===== src/rtl/lab3_keypad_scanner.sv =====
// 4x4 keypad row scanner with 2-flop column sync and press/release debounce.
// Key reaches new_key within 2 + 4*SCAN_CYCLES + DEBOUNCE_CYCLES + 1 cycles; no backpressure, outputs held until release.
module lab3_keypad_scanner #(
    parameter int SCAN_CYCLES     = 1000,
    parameter int DEBOUNCE_CYCLES = 50000
) (
    input  logic       clk,
    input  logic       reset,
    input  logic [3:0] col_in,
    output logic [3:0] row_drive,
    output logic [3:0] cols,
    output logic [3:0] rows,
    output logic       key_valid,
    output logic       new_key
);

    localparam int SW = $clog2(SCAN_CYCLES);
    localparam int DW = $clog2(DEBOUNCE_CYCLES);
    localparam logic [SW-1:0] SCAN_LAST = SW'(SCAN_CYCLES - 1);
    localparam logic [DW-1:0] DB_LAST   = DW'(DEBOUNCE_CYCLES - 1);
    localparam logic [SW-1:0] S_ONE     = SW'(1);
    localparam logic [DW-1:0] D_ONE     = DW'(1);

    typedef enum logic [1:0] {SCAN, DEBOUNCE, HELD, RELEASE_DB} state_t;

    state_t        state_q;
    logic [3:0]    sync1_q, col_s_q;
    logic [3:0]    row_q, cap_col_q, cap_row_q;
    logic [3:0]    cols_q, rows_q;
    logic          key_valid_q, new_key_q;
    logic [SW-1:0] dwell_q;
    logic [DW-1:0] db_q;

    logic [3:0]    row_rot_d;
    logic          col_onehot_d;
    logic          cap_bit_d;

    assign row_rot_d    = {row_q[2:0], row_q[3]};
    assign col_onehot_d = (col_s_q != 4'b0000) && ((col_s_q & (col_s_q - 4'd1)) == 4'b0000);
    assign cap_bit_d    = |(col_s_q & cap_col_q);

    always_ff @(posedge clk) begin
        if (reset) begin
            state_q     <= SCAN;
            sync1_q     <= 4'b0000;
            col_s_q     <= 4'b0000;
            row_q       <= 4'b0001;
            cap_col_q   <= 4'b0000;
            cap_row_q   <= 4'b0000;
            cols_q      <= 4'b0000;
            rows_q      <= 4'b0000;
            key_valid_q <= 1'b0;
            new_key_q   <= 1'b0;
            dwell_q     <= '0;
            db_q        <= '0;
        end else begin
            sync1_q   <= col_in;
            col_s_q   <= sync1_q;
            new_key_q <= 1'b0;
            case (state_q)
                SCAN: begin
                    // Sampling only at the end of the dwell gives the sync chain time to settle on the new row.
                    if (dwell_q == SCAN_LAST) begin
                        dwell_q <= '0;
                        if (col_onehot_d) begin
                            cap_col_q <= col_s_q;
                            cap_row_q <= row_q;
                            db_q      <= '0;
                            state_q   <= DEBOUNCE;
                        end else begin
                            row_q <= row_rot_d;
                        end
                    end else begin
                        dwell_q <= dwell_q + S_ONE;
                    end
                end
                DEBOUNCE: begin
                    if (col_s_q != cap_col_q) begin
                        row_q   <= row_rot_d;
                        dwell_q <= '0;
                        db_q    <= '0;
                        state_q <= SCAN;
                    end else if (db_q == DB_LAST) begin
                        cols_q      <= cap_col_q;
                        rows_q      <= cap_row_q;
                        key_valid_q <= 1'b1;
                        new_key_q   <= 1'b1;
                        db_q        <= '0;
                        state_q     <= HELD;
                    end else begin
                        db_q <= db_q + D_ONE;
                    end
                end
                HELD: begin
                    if (!cap_bit_d) begin
                        db_q    <= '0;
                        state_q <= RELEASE_DB;
                    end
                end
                RELEASE_DB: begin
                    // A short dropout returns to HELD silently so one press never yields two strobes.
                    if (cap_bit_d) begin
                        db_q    <= '0;
                        state_q <= HELD;
                    end else if (db_q == DB_LAST) begin
                        cols_q      <= 4'b0000;
                        rows_q      <= 4'b0000;
                        key_valid_q <= 1'b0;
                        row_q       <= row_rot_d;
                        dwell_q     <= '0;
                        db_q        <= '0;
                        state_q     <= SCAN;
                    end else begin
                        db_q <= db_q + D_ONE;
                    end
                end
                default: begin
                    dwell_q <= '0;
                    db_q    <= '0;
                    state_q <= SCAN;
                end
            endcase
        end
    end

    assign row_drive = row_q;
    assign cols      = cols_q;
    assign rows      = rows_q;
    assign key_valid = key_valid_q;
    assign new_key   = new_key_q;

endmodule

===== config.mk =====
export PLATFORM = sky130hd
export DESIGN_NAME = lab3_keypad_scanner
export DESIGN_NICKNAME = d
export VERILOG_FILES = /design/src/rtl/lab3_keypad_scanner.sv
export SDC_FILE = /design/constraint.sdc
export NUM_CORES = 1
export LEC_CHECK = 0
export ABC_AREA = 1
export CAP_MARGIN = 20
export CORE_MARGIN = 2
export CORE_UTILIZATION = 59
export DETAILED_ROUTE_END_ITERATION = 7
export MAX_ROUTING_LAYER = met4
export PLACE_DENSITY = 0.92
export SYNTH_ARGS = -nofsm -noshare
export SYNTH_HDL_FRONTEND = slang
export SYNTH_SLANG_ARGS = --single-unit

===== constraint.sdc =====
create_clock -name clk -period 2.24 [get_ports clk]
set_input_delay 0.448 -clock clk [delete_from_list [all_inputs] [get_ports clk]]
set_output_delay 0.448 -clock clk [all_outputs]
set_load 0.03 [all_outputs]

Word level (Yosys, flattened, before mapping) --
Cells that the tools add are included.
Operators by class: mux-type cells 40, shift-type cells 0, multiply operators 0, $add $sub $neg 3, equal/unequal tests 17, divide/modulo/power cells 0, bitwise operators 3, order comparisons 0, reductions and logical operators 14
Operators by type and width (number):
- $mux W16 | 6
- $pmux W16 S4 | 1
- $mux W4 | 11
- $mux W10 | 4
- $pmux W10 S3 | 1
- $ne A2 B2 Y1 const B | 9
- $add A16 B1 Y16 const B | 1
- $eq A16 B16 Y1 const B | 1
- $pmux W4 S2 | 2
- $mux W2 | 7
- $pmux W4 S3 | 1
- $add A10 B1 Y10 const B | 1
- $eq A10 B10 Y1 const B | 1
- $reduce_and A5 Y1 | 2
- $and A4 B4 Y4 | 2
- $pmux W2 S4 | 1
- $ne A3 B3 Y1 const B | 2
- $reduce_and A3 Y1 | 2
- $reduce_and A6 Y1 | 1
- $mux W1 | 5
- $eq A2 B2 Y1 const B | 2
- $logic_not A4 Y1 | 1
- $ne A4 B4 Y1 | 1
- $reduce_and A4 Y1 | 1
- 11 further kinds | 11
Word-level totals: register bits after elaboration 58, output and inout port bits 14, logic and storage cells 89, ROM bits 0, RAM bits 0, input bits 6, memories kept 0, latch bits 0

Logic depth before layout (Yosys ltp) --
Gate-level depths: netlist of run 1.
word-level depth 7, gate-level depth with buffers 12

Worst setup path before layout of run 1 --
Ideal clock, no wire load.
kind flip-flop to flip-flop, start reg col_s_q[1], end reg cols_q[0], in the netlist cols[0], cell stages (with the launch flop) 8, arrival time 1.458 ns, path buffers 0, path slack 0.649 ns, path through dfxtp_1 -> ha_1 -> nor2_1 -> nand2_1 -> o21ai_2 -> nand3_2 -> nand2_1 -> a21oi_1
Between the ends: longest elaborated chain between the ends 4
RTL lines:
- start, declared | line 27 | logic [3:0] sync1_q, col_s_q;
- start signal, assigned | line 58 | col_s_q <= sync1_q;
- $and A4 B4 Y4 | line 40 | assign cap_bit_d = |(col_s_q & cap_col_q);
- $reduce_or A4 Y1 | line 40
- $ne A2 B2 Y1 (no line)
- $reduce_and A5 Y1 (no line) *
- end signal, assigned | line 84 | cols_q <= cap_col_q;
- end, declared | line 29 | logic [3:0] cols_q, rows_q;
Every way passes the cells marked *; elsewhere a longest branch is shown, timed or not. A chain may end at the register's enable or synchronous reset.

Final worst setup path of run 1 --
start reg dwell_q[0], end reg state_q[1]
Between the ends: longest elaborated chain between the ends 3
RTL lines:
- start, declared | line 31 | logic [SW-1:0] dwell_q;
- start signal, assigned | line 74 | dwell_q <= dwell_q + S_ONE;
- $eq A10 B10 Y1 | line 63 | if (dwell_q == SCAN_LAST) begin
- $ne A2 B2 Y1 (no line)
- $reduce_and A5 Y1 (no line)
- end signal, assigned | line 69 | state_q <= DEBOUNCE;
- end signal, assigned | line 82 | state_q <= SCAN;
- end signal, assigned | line 89 | state_q <= HELD;
- end, declared | line 26 | state_t state_q;
No other way between the ends.

==> metrics.yaml, run 1 <==
viasPerCell: 5.26
clock_latency_ps: 340
place_congestion: 0.913
cp-startpoint: "dwell_q[0]"
maxSlewViolCount: 0
switching_power_uw: 436
fin_ws_ps: 295
finalClockSkew_ps: 9.58
routed_wl_um: 6810
synth-edff-count: 0
sequentialPowerShare_pct: 52.5
combPwrFrac_pct: 3.6
drive_gt1_share_pct: 9.50
yosys-top-cells-count: "110 x nand2_1, 78 x nor2_1, 58 x dfxtp_1, 52 x inv_1, 38 x nand3_1"
htreeDepth: 3
cts-resized-gates: 0
clk_pin_slew_worst_paths_ps: 70
cts_setup_buffers: 0
ys_warn_count: 0
cts-hold-fix-buffers: 0
setup_viol: 0
worstMarginPinSlew_ps: 519
fp.dieH_um: 75.7
place_inst: 540
drc_errors: 0
fmax_ghz: 0.514
grt_use_total_pct: 26.1
r2r_end: "state_q[1]"
wl_per_cell_um: 12.3
grt-ovfl-total: 0
timing.final.crit_share_pct: 86.8
p_int_uw: 1570
avgSynthCellArea_um2: 6.63
antenna_found_initial: 0
cts.sinks: 58
clockRootBuffer: "clkbuf_8"
status: "finished, final reports clean"
ant_nets: 0
dr.pass1.iters: 5
r2r_slack_ps: 290
netSwitchingFraction_pct: 21.8
ys_ff_latch: 58
syn-cell-area_mm2: 0.00303
rows: 26
area_delta_synth_final_pct: 13.9
synth.most_common_cell: "nand2_1"
cp_max_fo: 12
tns_ps: 0
relSlewSlack_pct: 65.4
path_class: "reg -> reg"
pwr-share-clk_pct: 43.9
dp_hpwl_um: 4920
synth.area.top_cells: "dfxtp_1 38%, nand2_1 14%, nor2_1 9.7%, inv_1 6.4%, nand3_1 6.3%"
grt_pass1_vias: 2512
clk_path_buf_depth: 2
holdWs_ps: 400
endpoint: "state_q[1]"
period_needed_ps: 1950
synth_top_area_share_pct: 38.3
stdcell_count: 554
grt_pass1_wl_um: 11000
io_pins: 20
hold_depth: 2
drt_iter0_markers: 296
core_mm2: 0.00504
dpl_worst_slack_ps: 347
hp-class: "reg -> reg"
nets: 493
vias: 2914
synth_top_flop_cell: "dfxtp_1"
endpoint_kind: "flop"
rsz0062_at_grt: "false"
start_util_pct: 60.1
grt_max_degree: 30
dieArea_mm2: 0.00572
r2r_start: "dwell_q[0]"
io_buffers: 19
startpoint_type: "flop"
leakagePower_uw: 0.00140
max-vdd-ir-drop_mv: 0.566
synth-async-reset-ratio_pct: 0
die_width_um: 75.7
cellPowerDensity_mw_per_mm2: 580
cts_made_buffers: 9
cp.required_ps: 2520
cts_tree: "built"
syn_nets: 469
postSynthCellCount: 457
crit_arrival_ps: 2220
r2r_cells: 11
diodes: 0
synth-seq-area-share_pct: 38.3
maxCapViolCount: 0
yosysTopAreaCell: "dfxtp_1"
hold_viol: 0
ys_types: 29
fin_util_pct: 68.4
==> critical path, stage by stage, from the launching register on <==
cell	delay, ps
dfxtp_1	370
ha_1	180
nand2_1	80
nor2_1	120
nand3_2	170
nand2_4	130
nand2_2	50
nor2_2	340
nand2_2	190
nand2_1	110
inv_1	50
nor2_1	90
==> power groups by stage <==
stage	clock network [uW]	registers [uW]	logic (uW)
after floorplan	0	1070	50.1
after global placement	0	1070	68.0
after detailed placement	0	1070	71.1
after CTS	886	1050	71.5
after global routing	932	1050	80.4
final	879	1050	71.8
==> metrics by stage <==
stage                     area [um^2]  total power (uW)
after floorplan                  3030              1120
after global placement           3280              1140
after detailed placement         3280              1140
after CTS                        3450              2010
after global routing             3450              2060
final                            3450              2000
==> how the worst min path moves through the flow <==
| stage | from | end | slack (ps) |
|---|---|---|---|
| finish | sync1_q[2] | col_s_q[2] | 400 |
| global route | sync1_q[3] | col_s_q[3] | 410 |
| CTS | sync1_q[2] | col_s_q[2] | 400 |
| detailed placement | sync1_q[2] | col_s_q[2] | 390 |
| global placement | sync1_q[3] | col_s_q[3] | 390 |
| floorplan | sync1_q[0] | col_s_q[0] | 390 |
==> cell families (layout without fill, tap and decap cells) <==
kind of cell / count (synthesis) / count (layout) / share of synthesized area (%)
fa+ha+maj: 6 / 6 / 2.48
compound gates: 51 / 51 / 9.17
xor+xnor: 3 / 3 / 0.868
flops: 58 / 58 / 38.3
buf+inv: 69 / 96 / 9.42
simple gates: 270 / 270 / 39.7
==> layout by cell type (no fill, tap or decap), types with 6 or more instances in the layout <==
cell             Yosys  layout
inv_2                6       6
nand4_1             16      16
clkdlybuf4s50_1      0      19
nand2_1            110     110
nor2_2               6       6
a21oi_1             30      30
nor2_1              78      78
nor3_1               7       7
inv_1               52      52
clkbuf_8             0       9
ha_1                 6       6
dfxtp_1             58      58
nand3_1             38      38
o21ai_0             14      14
==> layer usage <==
layer  vias to the layer above  part of all wire [%]  track usage (%)
li1                       1498                     -                -
met1                      1308                    45             34.3
met2                        93                    47             39.4
met3                        15                   5.5             5.69
met4                         0                   2.2             10.1
met5                         -                     0                -
==> sequential cells by signal (all words and copies together), names as in the netlist <==
register / count
row_drive: 4
sync1_q: 4
cols: 4
cap_row_q: 4
key_valid: 1
cap_col_q: 4
db_q: 16
dwell_q: 10
new_key: 1
state_q: 2
rows: 4
col_s_q: 4
==> final cells by class <==
class | count | area (um^2)
Clock buffer | 10 | 128
Clock inverter | 4 | 45.0
Fill cell | 403 | 1590
Inverter | 58 | 218
Multi-Input combinational cell | 330 | 1580
Sequential cell | 58 | 1160
Tap cell | 70 | 87.6
Timing Repair Buffer | 24 | 228
Power figures use the tool's default switching activity.
==> run 2: changes to the inputs <==
--- a/config.mk
+++ b/config.mk
@@ -12,6 +12,7 @@
 export DETAILED_ROUTE_END_ITERATION = 7
 export MAX_ROUTING_LAYER = met4
 export PLACE_DENSITY = 0.92
+export SKIP_LAST_GASP = 1
 export SYNTH_ARGS = -nofsm -noshare
 export SYNTH_HDL_FRONTEND = slang
 export SYNTH_SLANG_ARGS = --single-unit
==> results of run 2 <==
No change in the layout: final DEF, timing and power equal those of run 1.
==> run 3: changes to the inputs <==
--- a/config.mk
+++ b/config.mk
@@ -6,10 +6,13 @@
 export NUM_CORES = 1
 export LEC_CHECK = 0
 export ABC_AREA = 1
+export ABC_CLOCK_PERIOD_IN_PS = 2240
 export CAP_MARGIN = 20
 export CORE_MARGIN = 2
 export CORE_UTILIZATION = 59
+export CTS_BUF_LIST = sky130_fd_sc_hd__clkbuf_8 sky130_fd_sc_hd__clkbuf_16
 export DETAILED_ROUTE_END_ITERATION = 7
+export GPL_TIMING_DRIVEN = 0
 export MAX_ROUTING_LAYER = met4
 export PLACE_DENSITY = 0.92
 export SKIP_LAST_GASP = 1
==> run 3 against run 2 <==
  * Combinational power grew 4.7%
  * Sequential power barely moved
  * Register-to-register slack lost 30 ps
  * Cell count grew 1.4%
  * Fmax fell by 1.6%
  * Sequential share of layout area decreased by 0.53 points
  * First-iteration DRC count is 8.1% lower
  * Non-clock buffer count up 6
  * Clock power increased by 11%
  * Total power increased by 4.9%
  * Critical path type unchanged
  * Critical endpoint is now cols[0]
==> metrics.yaml, run 3 (same netlist as run 1, synthesis figures left out) <==
cts_made_buffers: 9  # unchanged
startpoint_type: "flop"
wl_per_cell_um: 13.2  # +7.6%
maxCapViolCount: 0  # unchanged
start_util_pct: 60.1  # unchanged
vias: 3057  # +4.9%
dp_hpwl_um: 5220  # +6.1%
hold_viol: 0  # unchanged
io_buffers: 19  # unchanged
final_common_cell: "nand2_1"
drive_gt1_share_pct: 9.55  # +0.049 points
place_congestion: 0.930  # +1.8%
endpoint_kind: "flop"
grt_use_total_pct: 29.2  # +3.1 points
period_needed_ps: 1980  # +32.0 ps
worstMarginPinSlew_ps: 572  # +53.2 ps
top_register: "db_q"
core_mm2: 0.00504  # unchanged
area_delta_synth_final_pct: 15.7
io_pins: 20  # unchanged
status: "finished, final reports clean"
routed_wl_um: 7440  # +9.2%
grt_max_degree: 11  # -63%
die_width_um: 75.7  # unchanged
maxSlewViolCount: 0  # unchanged
setup_viol: 0  # unchanged
clockRootBuffer: "clkbuf_8"
antenna_found_initial: 0  # unchanged
final_cell_mix: "110 x nand2_1, 78 x nor2_1, 58 x dfxtp_1, 55 x inv_1, 38 x nand3_1"
cts_tree: "built"
max-vdd-ir-drop_mv: 0.771  # +36%
diodes: 0  # unchanged
finalClockSkew_ps: 11.8  # +2.19 ps
hp-class: "reg -> reg"
htreeDepth: 3  # unchanged
clock_latency_ps: 350  # about the same
drt_iter0_markers: 272  # -8.1%
cts_setup_buffers: 0  # unchanged
relSlewSlack_pct: 61.9  # -3.5 points
tns_ps: 0  # unchanged
path_class: "reg -> reg"
largest_reg_flops: 16  # unchanged
cts-hold-fix-buffers: 0  # unchanged
drc_errors: 0  # unchanged
fmax_ghz: 0.506  # -1.6%
leakagePower_uw: 0.00143  # +2.5%
dr.pass1.iters: 6  # +1
timing.final.crit_share_pct: 88.3  # +1.4 points
grt_pass1_wl_um: 12100  # +10%
cp.required_ps: 2440  # -80 ps
nets: 499  # +1.2%
reg.largest.list: "db_q (16), dwell_q (10)"
clk_pin_slew_worst_paths_ps: 60  # about the same
rsz0062_at_grt: "false"
clk_path_buf_depth: 2  # unchanged
rows: 26  # unchanged
crit_arrival_ps: 2170  # -50 ps
ant_nets: 0  # unchanged
fin_util_pct: 69.5  # +1.1 points
fp.dieH_um: 75.7  # unchanged
cp_max_fo: 10  # -2
cts-resized-gates: 0  # unchanged
dieArea_mm2: 0.00572  # unchanged
cellPowerDensity_mw_per_mm2: 599  # +3.2%
grt_pass1_vias: 2741  # +9.1%
cts.sinks: 58  # unchanged
viasPerCell: 5.44  # +3.4%
grt-ovfl-total: 0  # unchanged
run 3: worst paths after layout:
path                      from    endpoint  slack (ps)  depth (start not counted)
hold reg to reg     sync1_q[1]  col_s_q[1]         400                          2
setup / recovery  cap_col_q[1]     cols[0]         260                          7
setup reg to reg  cap_col_q[1]     cols[0]         260                          7
hold / removal      sync1_q[1]  col_s_q[1]         400                          2
run 3: critical path, stage by stage, from the launching register on:
cell and delay [ps]:
dfxtp_1 380, ha_1 240, nor2_1 190, nand2_1 130
o21ai_2 400, nand3_2 300, nand2_1 120, a21oi_1 80
run 3: cell type report:
cell class	instances	area [um^2]
clock buffer	11	151
buffer	11	67.6
fill	403	1540
multi-input combinational	330	1580
timing repair buffer	19	190
clock inverter	5	46.3
sequential	58	1160
tap	70	87.6
inverter	58	218
run 3: power breakdown:
group	total (uW)	leakage, uW	internal, uW	switching (uW)
Combinational	75.2	0.000852	27.4	47.8
Sequential	1050	0.000469	1040	8.39
Clock	973	0.000113	560	412
run 3: layer usage:
layer	track usage [%]	vias to the layer above	wire length, um
li1	-	1519	-
met1	33.7	1383	3170
met2	46.9	134	3580
met3	8.33	21	513
met4	13.5	0	167
met5	-	-	0
run 3: stage by stage:
step           instance area, um^2  worst slack (ps)  total power, uW  hold WS (ps)  std cells
3_3_place_gp                  3310               298             1140           391        546
6_report                      3500               263             2100           402        562
5_1_grt                       3500              62.0             2160           422        562
3_5_place_dp                  3310               239             1150           400        546
4_1_cts                       3500               262             2100           408        562
2_1_floorplan                 3030               649             1120           388        457
